**src/rtl/sprite_line_sequencer.sv**
```systemverilog
// Per-scanline sprite walker: queries the matcher for every table index and streams
// one fetch command per chunk of each hit sprite under valid/ready flow control.
module sprite_line_sequencer #(
    parameter int NUM_SPRITES  = 512,
    parameter int IDX_W        = $clog2(NUM_SPRITES),
    parameter int MAX_PER_LINE = 64,
    parameter int CNT_W        = 8,
    parameter int LBX_W        = 12,
    parameter int STEP         = 8,
    parameter int MATCH_LAT    = 1
) (
    input  logic                                   clk_draw,
    input  logic                                   rst_draw_n,
    input  logic                                   enable,
    input  logic                                   line_start,
    output logic                                   query_req,
    output logic [IDX_W-1:0]                       query_idx,
    input  logic                                   hit,
    input  logic [CNT_W-1:0]                       hit_count,
    input  logic [LBX_W-1:0]                       hit_lb_x,
    output logic                                   out_valid,
    input  logic                                   out_ready,
    output logic [IDX_W-1:0]                       out_sprite,
    output logic [CNT_W-1:0]                       out_chunk,
    output logic [LBX_W-1:0]                       out_lb_x,
    output logic                                   out_last,
    output logic                                   busy,
    output logic                                   overflow,
    output logic [$clog2(MAX_PER_LINE+1)-1:0]      sprites_drawn
);
    localparam int SD_W  = $clog2(MAX_PER_LINE + 1);
    localparam int LAT_W = (MATCH_LAT > 1) ? $clog2(MATCH_LAT) : 1;

    typedef enum logic [2:0] {IDLE, QUERY, WAIT, EMIT, DONE} state_t;

    state_t            state_reg, state_next;
    logic [IDX_W-1:0]  idx_reg, idx_next;
    logic [SD_W-1:0]   drawn_reg, drawn_next;
    logic              overflow_reg, overflow_next;
    logic [LAT_W-1:0]  lat_reg, lat_next;
    logic [LBX_W-1:0]  lb_x_reg, lb_x_next;
    logic [CNT_W-1:0]  count_reg, count_next;
    logic [CNT_W-1:0]  chunk_reg, chunk_next;
    logic              last_chunk;
    logic              at_end;

    assign last_chunk = (chunk_reg == count_reg - CNT_W'(1));
    assign at_end     = (idx_reg == IDX_W'(NUM_SPRITES - 1));

    always_ff @(posedge clk_draw or negedge rst_draw_n) begin
        if (!rst_draw_n) begin
            state_reg    <= IDLE;
            idx_reg      <= '0;
            drawn_reg    <= '0;
            overflow_reg <= 1'b0;
            lat_reg      <= '0;
            lb_x_reg     <= '0;
            count_reg    <= '0;
            chunk_reg    <= '0;
        end else begin
            state_reg    <= state_next;
            idx_reg      <= idx_next;
            drawn_reg    <= drawn_next;
            overflow_reg <= overflow_next;
            lat_reg      <= lat_next;
            lb_x_reg     <= lb_x_next;
            count_reg    <= count_next;
            chunk_reg    <= chunk_next;
        end
    end

    always_comb begin
        state_next    = state_reg;
        idx_next      = idx_reg;
        drawn_next    = drawn_reg;
        overflow_next = overflow_reg;
        lat_next      = lat_reg;
        lb_x_next     = lb_x_reg;
        count_next    = count_reg;
        chunk_next    = chunk_reg;

        case (state_reg)
            QUERY: begin
                state_next = WAIT;
                lat_next   = LAT_W'(MATCH_LAT - 1);
            end
            WAIT: begin
                if (lat_reg != '0) begin
                    lat_next = lat_reg - LAT_W'(1);
                end else if (hit && hit_count != '0) begin
                    if (drawn_reg < SD_W'(MAX_PER_LINE)) begin
                        lb_x_next  = hit_lb_x;
                        count_next = hit_count;
                        chunk_next = '0;
                        state_next = EMIT;
                    end else begin
                        // Budget exhausted: the remainder of the table is skipped.
                        overflow_next = 1'b1;
                        state_next    = DONE;
                    end
                end else if (at_end) begin
                    state_next = DONE;
                end else begin
                    idx_next   = idx_reg + IDX_W'(1);
                    state_next = QUERY;
                end
            end
            EMIT: begin
                if (out_ready) begin
                    if (last_chunk) begin
                        drawn_next = drawn_reg + SD_W'(1);
                        if (at_end) begin
                            state_next = DONE;
                        end else begin
                            idx_next   = idx_reg + IDX_W'(1);
                            state_next = QUERY;
                        end
                    end else begin
                        chunk_next = chunk_reg + CNT_W'(1);
                        lb_x_next  = lb_x_reg + LBX_W'(STEP);
                    end
                end
            end
            default: ;
        endcase

        // A new line overrides whatever the current line was doing.
        if (line_start) begin
            idx_next      = '0;
            drawn_next    = '0;
            overflow_next = 1'b0;
            state_next    = enable ? QUERY : DONE;
        end
    end

    assign query_req     = (state_reg == QUERY);
    assign query_idx     = idx_reg;
    assign out_valid     = (state_reg == EMIT);
    assign out_sprite    = idx_reg;
    assign out_chunk     = chunk_reg;
    assign out_lb_x      = lb_x_reg;
    assign out_last      = (state_reg == EMIT) && last_chunk;
    assign busy          = (state_reg == QUERY) || (state_reg == WAIT) || (state_reg == EMIT);
    assign overflow      = overflow_reg;
    assign sprites_drawn = drawn_reg;
endmodule

```
**config.mk**
```make
export PLATFORM = sky130hd
export DESIGN_NAME = sprite_line_sequencer
export DESIGN_NICKNAME = d
export VERILOG_FILES = /design/src/rtl/sprite_line_sequencer.sv
export SDC_FILE = /design/constraint.sdc
export NUM_CORES = 1
export LEC_CHECK = 0
export ABC_AREA = 1
export ABC_CLOCK_PERIOD_IN_PS = 3100
export BUFFER_PORTS_ARGS = -buffer_cell sky130_fd_sc_hd__buf_2
export CORE_ASPECT_RATIO = 0.9
export CORE_UTILIZATION = 50
export CTS_CLUSTER_SIZE = 28
export DETAILED_ROUTE_END_ITERATION = 10
export PLACE_DENSITY = 0.75
export RECOVER_POWER = 50
export SLEW_MARGIN = 10
export SYNTH_ARGS = -nofsm -noshare
export SYNTH_HDL_FRONTEND = slang
export SYNTH_SLANG_ARGS = --single-unit
```
**constraint.sdc**
```tcl
create_clock -name clk_draw -period 3.1 [get_ports clk_draw]
set_input_delay 0.62 -clock clk_draw [delete_from_list [all_inputs] [get_ports clk_draw]]
set_output_delay 0.62 -clock clk_draw [all_outputs]
set_load 0.02 [all_outputs]
```
== Word level (Yosys, flattened, before mapping) ==
Cells that the tools add are included.
Word-level totals
  bits in registers: 49
  input bits: 26
  output and inout port bits: 50
  logic and storage cells: 91
Cells by class
  add/subtract/negate cells: 6
  order comparisons: 1
  equality and inequality tests: 16
  mux-type cells: 39
  bitwise operators: 1
  reduce and logical (&&, ||, !) cells: 20
Operator list (count)
  $mux 12: 5
  $mux 9: 6
  $mux 8: 5
  $mux 7: 4
  $mux 3: 8
  $pmux 12 s2: 1
  $pmux 9 s2: 1
  $pmux 8 s2: 1
  $reduce_bool 2->1: 7
  $add 12x4->12 const B: 1
  $ne 2x2->1 const B: 6
  $reduce_and 4->1: 3
  $add 9x1->9 const B: 1
  $eq 9x9->1 const B: 1
  $pmux 3 s3: 1
  $add 8x1->8 const B: 1
  $eq 8x8->1: 1
  $reduce_bool 8->1: 1
  $sub 8x1->8 const B: 1
  $add 7x1->7 const B: 1
  $lt 7x7->1 const B: 1
  $eq 3x2->1 const B: 2
  $mux 1: 6
  $ne 3x2->1 const B: 2
  13 further kinds: 16

== Logic depth before layout (Yosys ltp) ==
Gate-level depths: netlist (run 1).
  depth in word-level cells: 6
  gate-level depth with buffers: 14

== Worst setup path after synthesis (run 1) ==
Ideal clock, no wire load.
  kind: reg2out
  start point: register count_reg[0]
  end point: output port out_last
  arrival: 1677 ps
  required time: 2480 ps
  setup slack: 803 ps
  stages on the path, launching flop included: 12
  path buffers: 1
  path through: dfrtp_1 -> inv_2 -> ha_1 -> nand2_1 -> nor2_2 -> nand2_1 -> nand2_1 -> nand2_1 -> nor2_4 -> nand3_4 -> buf_2 -> inv_1
On the way
  cells in the longest elaborated chain, start to end: 3
Ends and longest elaborated chain
  from (decl): RTL line 42  | logic [CNT_W-1:0] count_reg, count_next;
  from (signal assigned): RTL line 67  | count_reg <= count_next;
  $sub 8x1->8: RTL line 47  | assign last_chunk = (chunk_reg == count_reg - CNT_W'(1));
  $eq 8x8->1: RTL line 47
  $logic_and 1x1->1: RTL line 142  | assign out_last = (state_reg == EMIT) && last_chunk;
  to (decl): RTL line 26  | output logic out_last,
No other way between the ends.

== Worst setup path after layout (run 1) ==
Same ends and word-level chain as after synthesis.

==> flow_metrics.env, run 1 <==
export IMPL_fmax_mhz=364
export IMPL_grt_use_total=0.234
export IMPL_r2r_end="out_sprite[7]"
export IMPL_rsz0062_at_grt="false"
export IMPL_htree_levels=2
export IMPL_cp_depth=11
export IMPL_setup_tns_final_ps=0
export IMPL_worstRegToRegCells=12
export IMPL_dp_hpwl_um=5400
export IMPL_tritoncts="done"
export IMPL_crit_path_end_kind="output pin"
export IMPL_vias=3070
export IMPL_multi_input_area_mm2=0.00171
export IMPL_initial_utilization=0.521
export IMPL_cp_num_buf_inv=3
export IMPL_cts_root_buffer="clkbuf_8"
export IMPL_cp_max_fo=19
export IMPL_cp_startpoint="count_reg[0]"
export IMPL_ys_types=31
export IMPL_placement_io_buffers=75
export IMPL_antenna_found_initial=0
export IMPL_synth_warnings=0
export IMPL_fin_skew_ps=12.1
export IMPL_rows=27
export IMPL_wl_per_cell_um=12.6
export IMPL_syn_inst=450
export IMPL_first_global_vias=2771
export IMPL_met2WireLength_um=3380
export IMPL_setup_viol=0
export IMPL_rrSetupSlack_ps=750
export IMPL_cts_num_sinks=48
export IMPL_core_area_mm2=0.00618
export IMPL_startpoint_type="flop"
export IMPL_async_flop_share=1.00
export IMPL_fillers=592
export IMPL_die_area_mm2=0.00676
export IMPL_overflow=0
export IMPL_post_cts_buffers=0
export IMPL_register_area_mm2=0.00120
export IMPL_clk_latency_ps=310
export IMPL_synth_seq_cells=48
export IMPL_nets=543
export IMPL_r2r_start="out_sprite[0]"
export IMPL_ir_drop_v=0.000422
export IMPL_slew_viol_final=0
export IMPL_critical_path_top_delay_family="simple AND/OR/NAND/NOR gates"
export IMPL_place_congestion=0.873
export IMPL_viasPerCell=5.13
export IMPL_topRoutingLayerUsed="met4"
export IMPL_cp_common_cell="nand2_1"
export IMPL_critPathMaxStageDelay_ps=440
export IMPL_met1_length_um=3710
export IMPL_postCtsHoldBufs=0
export IMPL_post_route_period_util=0.886
export IMPL_synthToLayoutAreaGrowth_pct=13.2
export IMPL_grt_pass1_wl_um=12700
export IMPL_clock_path_buffers=2
export IMPL_avgSynthCellArea_um2=7.15
export IMPL_die_w_um=86.6
export IMPL_wl_met3_um=351
export IMPL_drt_total_wl_um=7540
export IMPL_final_common_cell="nand2_1"
export IMPL_clkTransAtPathRegs_ps=90
export IMPL_outcome="complete, no violations"
export IMPL_grt_max_degree=49
export IMPL_fin_crit_ps=2750
export IMPL_cts_resized_gates=0
export IMPL_path_class="flop to output pin"
export IMPL_slew_headroom=0.178
export IMPL_layout_common_cells="nand2_1, buf_2, dfrtp_1"
export IMPL_p_per_area_mw_per_mm2=720
export IMPL_boundaryPins=76
export IMPL_worstMarginPinSlew_ps=1230
export IMPL_synth_edf_count=0
export IMPL_endpoint="out_last"
export IMPL_die_h_um=78.1
export IMPL_final_util=0.589
export IMPL_synth_ff_type="dfrtp_1"
export IMPL_max_cap_violations=0
export IMPL_drt_pass1_iter_count=4
export IMPL_drtIter0Drc=164
export IMPL_hold_violations=0
export IMPL_hp_class="flop to flop"
export IMPL_n_antenna_cell=0
export IMPL_drive_above_1_share=0.158
export IMPL_netlist_area_mm2=0.00322
export IMPL_antenna_left=0
export IMPL_cp_arrival_ps=2130
export IMPL_p_leak_nw=1.95
export IMPL_crit_chain="inv_2 -> ha_1 -> nand2_1 -> nor2_2 -> nand2_1 -> nand2_1 -> nand2_1 -> nor2_4 -> nand3_4 -> inv_1 -> buf_2"
export IMPL_largest_register_ffs=12
export IMPL_numCtsBuffers=5
export IMPL_cp_required_ps=2480
export IMPL_drc_errors=0
export IMPL_synth_fp_nets=482
export IMPL_seq_area_frac_synth=0.373
export IMPL_cpMaxStageDelayCell="dfrtp_1"
## per-stage QoR
| stage | instances | instance area, um2 | power (W) | setup slack (ps) | hold WS, ps |
|---|---|---|---|---|---|
| 2_1_floorplan | 450 | 3220 | 0.00193 | 803 | 324 |
| 3_3_place_gp | 591 | 3580 | 0.00221 | 744 | 467 |
| 4_1_cts | 599 | 3670 | 0.00266 | 342 | 516 |
| 5_1_grt | 599 | 3640 | 0.00285 | 110 | 530 |
| 6_report | 599 | 3640 | 0.00262 | 352 | 510 |
| 3_5_place_dp | 591 | 3580 | 0.00226 | 685 | 492 |
## cell type report
| class | instances | share of cell area |
|---|---|---|
| Tap cell | 87 | 0.0299 |
| Multi-Input combinational cell | 334 | 0.470 |
| Sequential cell | 48 | 0.330 |
| Clock inverter | 1 | 0.00206 |
| Clock buffer | 7 | 0.0237 |
| Inverter | 46 | 0.0474 |
| Timing Repair Buffer | 76 | 0.0968 |
## synthesized netlist by cell type, types with 7 or more instances
| cell type | count | area, um2 |
|---|---|---|
| nor2_1 | 43 | 161 |
| dfrtp_1 | 48 | 1200 |
| nor3_1 | 7 | 35.0 |
| buf_4 | 9 | 67.6 |
| inv_1 | 42 | 158 |
| o21ai_0 | 14 | 70.1 |
| a21oi_1 | 7 | 35.0 |
| nand3_1 | 36 | 180 |
| xor2_1 | 15 | 131 |
| nand4_1 | 29 | 181 |
| nand2_1 | 147 | 552 |
## metal layers
| metal | vias up | GRT usage |
|---|---|---|
| li1 | 1561 | - |
| met1 | 1410 | 0.321 |
| met2 | 90 | 0.382 |
| met3 | 9 | 0.0379 |
| met4 | 0 | 0.0683 |
| met5 | - | 0 |
## where the power goes
part / switching, W / total [W] / leakage, nW / internal [W]
Sequential: 0.000180 / 0.000968 / 0.626 / 0.000788
Combinational: 0.000854 / 0.00126 / 1.28 / 0.000404
Clock: 0.000217 / 0.000399 / 0.0445 / 0.000182
Total: 0.00125 / 0.00262 / 1.95 / 0.00137
## worst reg2reg max path: stages, from the launching register on
cell	delay, ps
dfrtp_1	450
ha_1	230
nand2_1	70
inv_1	60
nand4_1	110
nor2_1	60
ha_1	190
inv_1	100
nand2_1	80
o21ai_2	420
nand3_2	290
nand2_1	130
nand2_1	50
## kinds of logic after synthesis
family,synth area share
AO/OA/AOI/OAI,0.0439
XOR/XNOR,0.0571
adder cells (fa/ha/maj),0.0233
buffers and inverters,0.0944
flip-flops,0.373
multiplexers,0.0140
AND/OR/NAND/NOR,0.394
## worst min-delay path by stage
| stage | from | endpoint | cells after the start |
|---|---|---|---|
| floorplan | rst_draw_n | count_reg[0] | 0 |
| global placement | state_reg[0] | state_reg[0] | 2 |
| detailed placement | out_lb_x[10] | out_lb_x[10] | 2 |
| CTS | state_reg[0] | state_reg[0] | 2 |
| global route | hit_lb_x[0] | out_lb_x[0] | 2 |
| finish | state_reg[0] | state_reg[0] | 2 |
(Power assumes the default switching activity.)
==> inputs of run 2 (changes only) <==
--- a/config.mk
+++ b/config.mk
@@ -6,13 +6,13 @@
 export NUM_CORES = 1
 export LEC_CHECK = 0
 export ABC_AREA = 1
-export ABC_CLOCK_PERIOD_IN_PS = 3100
+export ABC_CLOCK_PERIOD_IN_PS = 2920
 export BUFFER_PORTS_ARGS = -buffer_cell sky130_fd_sc_hd__buf_2
 export CORE_ASPECT_RATIO = 0.9
 export CORE_UTILIZATION = 50
 export CTS_CLUSTER_SIZE = 28
 export DETAILED_ROUTE_END_ITERATION = 10
-export PLACE_DENSITY = 0.75
+export PLACE_DENSITY = 0.81
 export RECOVER_POWER = 50
 export SLEW_MARGIN = 10
 export SYNTH_ARGS = -nofsm -noshare
==> constraint.sdc (replaced) <==
create_clock -name clk_draw -period 2.92 [get_ports clk_draw]
set_input_delay 0.584 -clock clk_draw [delete_from_list [all_inputs] [get_ports clk_draw]]
set_output_delay 0.584 -clock clk_draw [all_outputs]
set_load 0.02 [all_outputs]
==> flow_metrics.env, run 2 (same netlist as run 1, synthesis figures left out) <==
export IMPL_cts_num_sinks=48
export IMPL_drt_pass1_iter_count=4
export IMPL_clkTransAtPathRegs_ps=90
export IMPL_worstMarginPinSlew_ps=1220
export IMPL_slew_viol_final=0
export IMPL_die_w_um=86.6
export IMPL_cp_common_cell="nand2_1"
export IMPL_die_area_mm2=0.00676
export IMPL_htree_levels=2
export IMPL_hold_slack_ps=488
export IMPL_dp_hpwl_um=5290
export IMPL_cpMaxStageDelayCell="dfrtp_1"
export IMPL_grt_use_total=0.229
export IMPL_cp_required_ps=2340
export IMPL_total_power_w=0.00279
export IMPL_startpoint_type="flop"
export IMPL_die_h_um=78.1
export IMPL_antenna_found_initial=0
export IMPL_drt_total_wl_um=7440
export IMPL_cts_root_buffer="clkbuf_8"
export IMPL_nets=546
export IMPL_drtIter0Drc=180
export IMPL_overflow=0
export IMPL_setup_viol=0
export IMPL_grt_pass1_wl_um=12400
export IMPL_place_congestion=0.907
export IMPL_grt_max_degree=49
export IMPL_hold_violations=0
export IMPL_synthToLayoutAreaGrowth_pct=13.7
export IMPL_path_class="flop to output pin"
export IMPL_crit_path_end_kind="output pin"
export IMPL_p_leak_nw=1.97
export IMPL_postCtsHoldBufs=0
export IMPL_final_common_cell="nand2_1"
export IMPL_antenna_left=0
export IMPL_drc_errors=0
export IMPL_cp_arrival_ps=2150
export IMPL_boundaryPins=76
export IMPL_viasPerCell=5.21
export IMPL_crit_chain="inv_2 -> ha_1 -> nand2_1 -> nor2_2 -> nand2_1 -> nand2_1 -> nand2_1 -> nor2_4 -> nand3_4 -> inv_1 -> buf_2"
export IMPL_p_per_area_mw_per_mm2=762
export IMPL_outcome="complete, no violations"
export IMPL_ir_drop_v=0.000346
export IMPL_placement_io_buffers=75
export IMPL_numCtsBuffers=5
export IMPL_slew_headroom=0.183
export IMPL_cts_resized_gates=0
export IMPL_largest_register_ffs=12
export IMPL_rrSetupSlack_ps=730
export IMPL_place_area_mm2=0.00360
export IMPL_hp_class="flop to flop"
export IMPL_drive_above_1_share=0.161
export IMPL_rsz0062_at_grt="false"
export IMPL_cp_max_fo=19
export IMPL_rows=27
export IMPL_initial_utilization=0.521
export IMPL_layout_common_cells="nand2_1, buf_2, dfrtp_1"
export IMPL_post_route_period_util=0.937
export IMPL_wl_per_cell_um=12.4
export IMPL_fin_skew_ps=6.36
export IMPL_fmax_mhz=366
export IMPL_clk_latency_ps=310
export IMPL_critPathMaxStageDelay_ps=440
export IMPL_fin_crit_ps=2730
export IMPL_clock_path_buffers=2
export IMPL_setup_tns_final_ps=0
export IMPL_first_global_vias=2696
export IMPL_final_area_mm2=0.00366
export IMPL_tritoncts="done"
export IMPL_n_antenna_cell=0
export IMPL_vias=3137
export IMPL_post_cts_buffers=0
export IMPL_core_area_mm2=0.00618
export IMPL_max_cap_violations=0
==> run 2: cell count changes in the layout (fill, tap and decap cells not counted) <==
cell        delta
clkbuf_1       +1
buf_4          +2
buf_2          +1
clkinvlp_4     -1
==> run 2: through the flow <==
step / util / worst slack, ps / cells
3_3_place_gp: 0.583 / 600 / 594
2_1_floorplan: - / 659 / 450
6_report: 0.592 / 185 / 602
4_1_cts: 0.597 / 180 / 602
3_5_place_dp: 0.583 / 525 / 594
5_1_grt: 0.592 / 43.0 / 602
==> run 2: path summary, 6_finish.rpt <==
check | endpoint | cells past startpoint | startpoint
setup / recovery | out_last | 11 | count_reg[0]
hold / removal | state_reg[0] | 2 | state_reg[0]
setup reg to reg | out_sprite[6] | 13 | out_sprite[0]
hold reg to reg | state_reg[0] | 2 | state_reg[0]
max in group asynchronous | out_lb_x[6] | 2 | rst_draw_n
min in group asynchronous | out_chunk[2] | 2 | rst_draw_n
==> run 2: layout make-up <==
cell class | instances | area, um2
multi-input combinational | 334 | 1710
fill | 603 | 2520
tap | 87 | 109
sequential | 48 | 1200
timing repair buffer | 79 | 373
inverter | 46 | 173
clock buffer | 8 | 90.1
==> run 2: report_power, final <==
part           switching (W)  leakage (nW)  total, W  internal [W]
registers           0.000192         0.626   0.00103      0.000837
logic               0.000900          1.29   0.00133      0.000434
clock network       0.000231        0.0455  0.000424      0.000194
==> run 2: layer usage <==
layer / GRT usage / vias up / part of all wire
met5: 0 / - / 0
met3: 0.0463 / 9 / 0.041
met1: 0.305 / 1483 / 0.47
met4: 0.0650 / 0 / 0.012
li1: - / 1567 / -
met2: 0.377 / 78 / 0.47
==> run 2: worst max-delay path, delay by kind of cell (launching register included) <==
family        cells  cell delay (ps)
flops             1              440
simple gates      7              860
fa+ha+maj         1              190
buf+inv           3              350
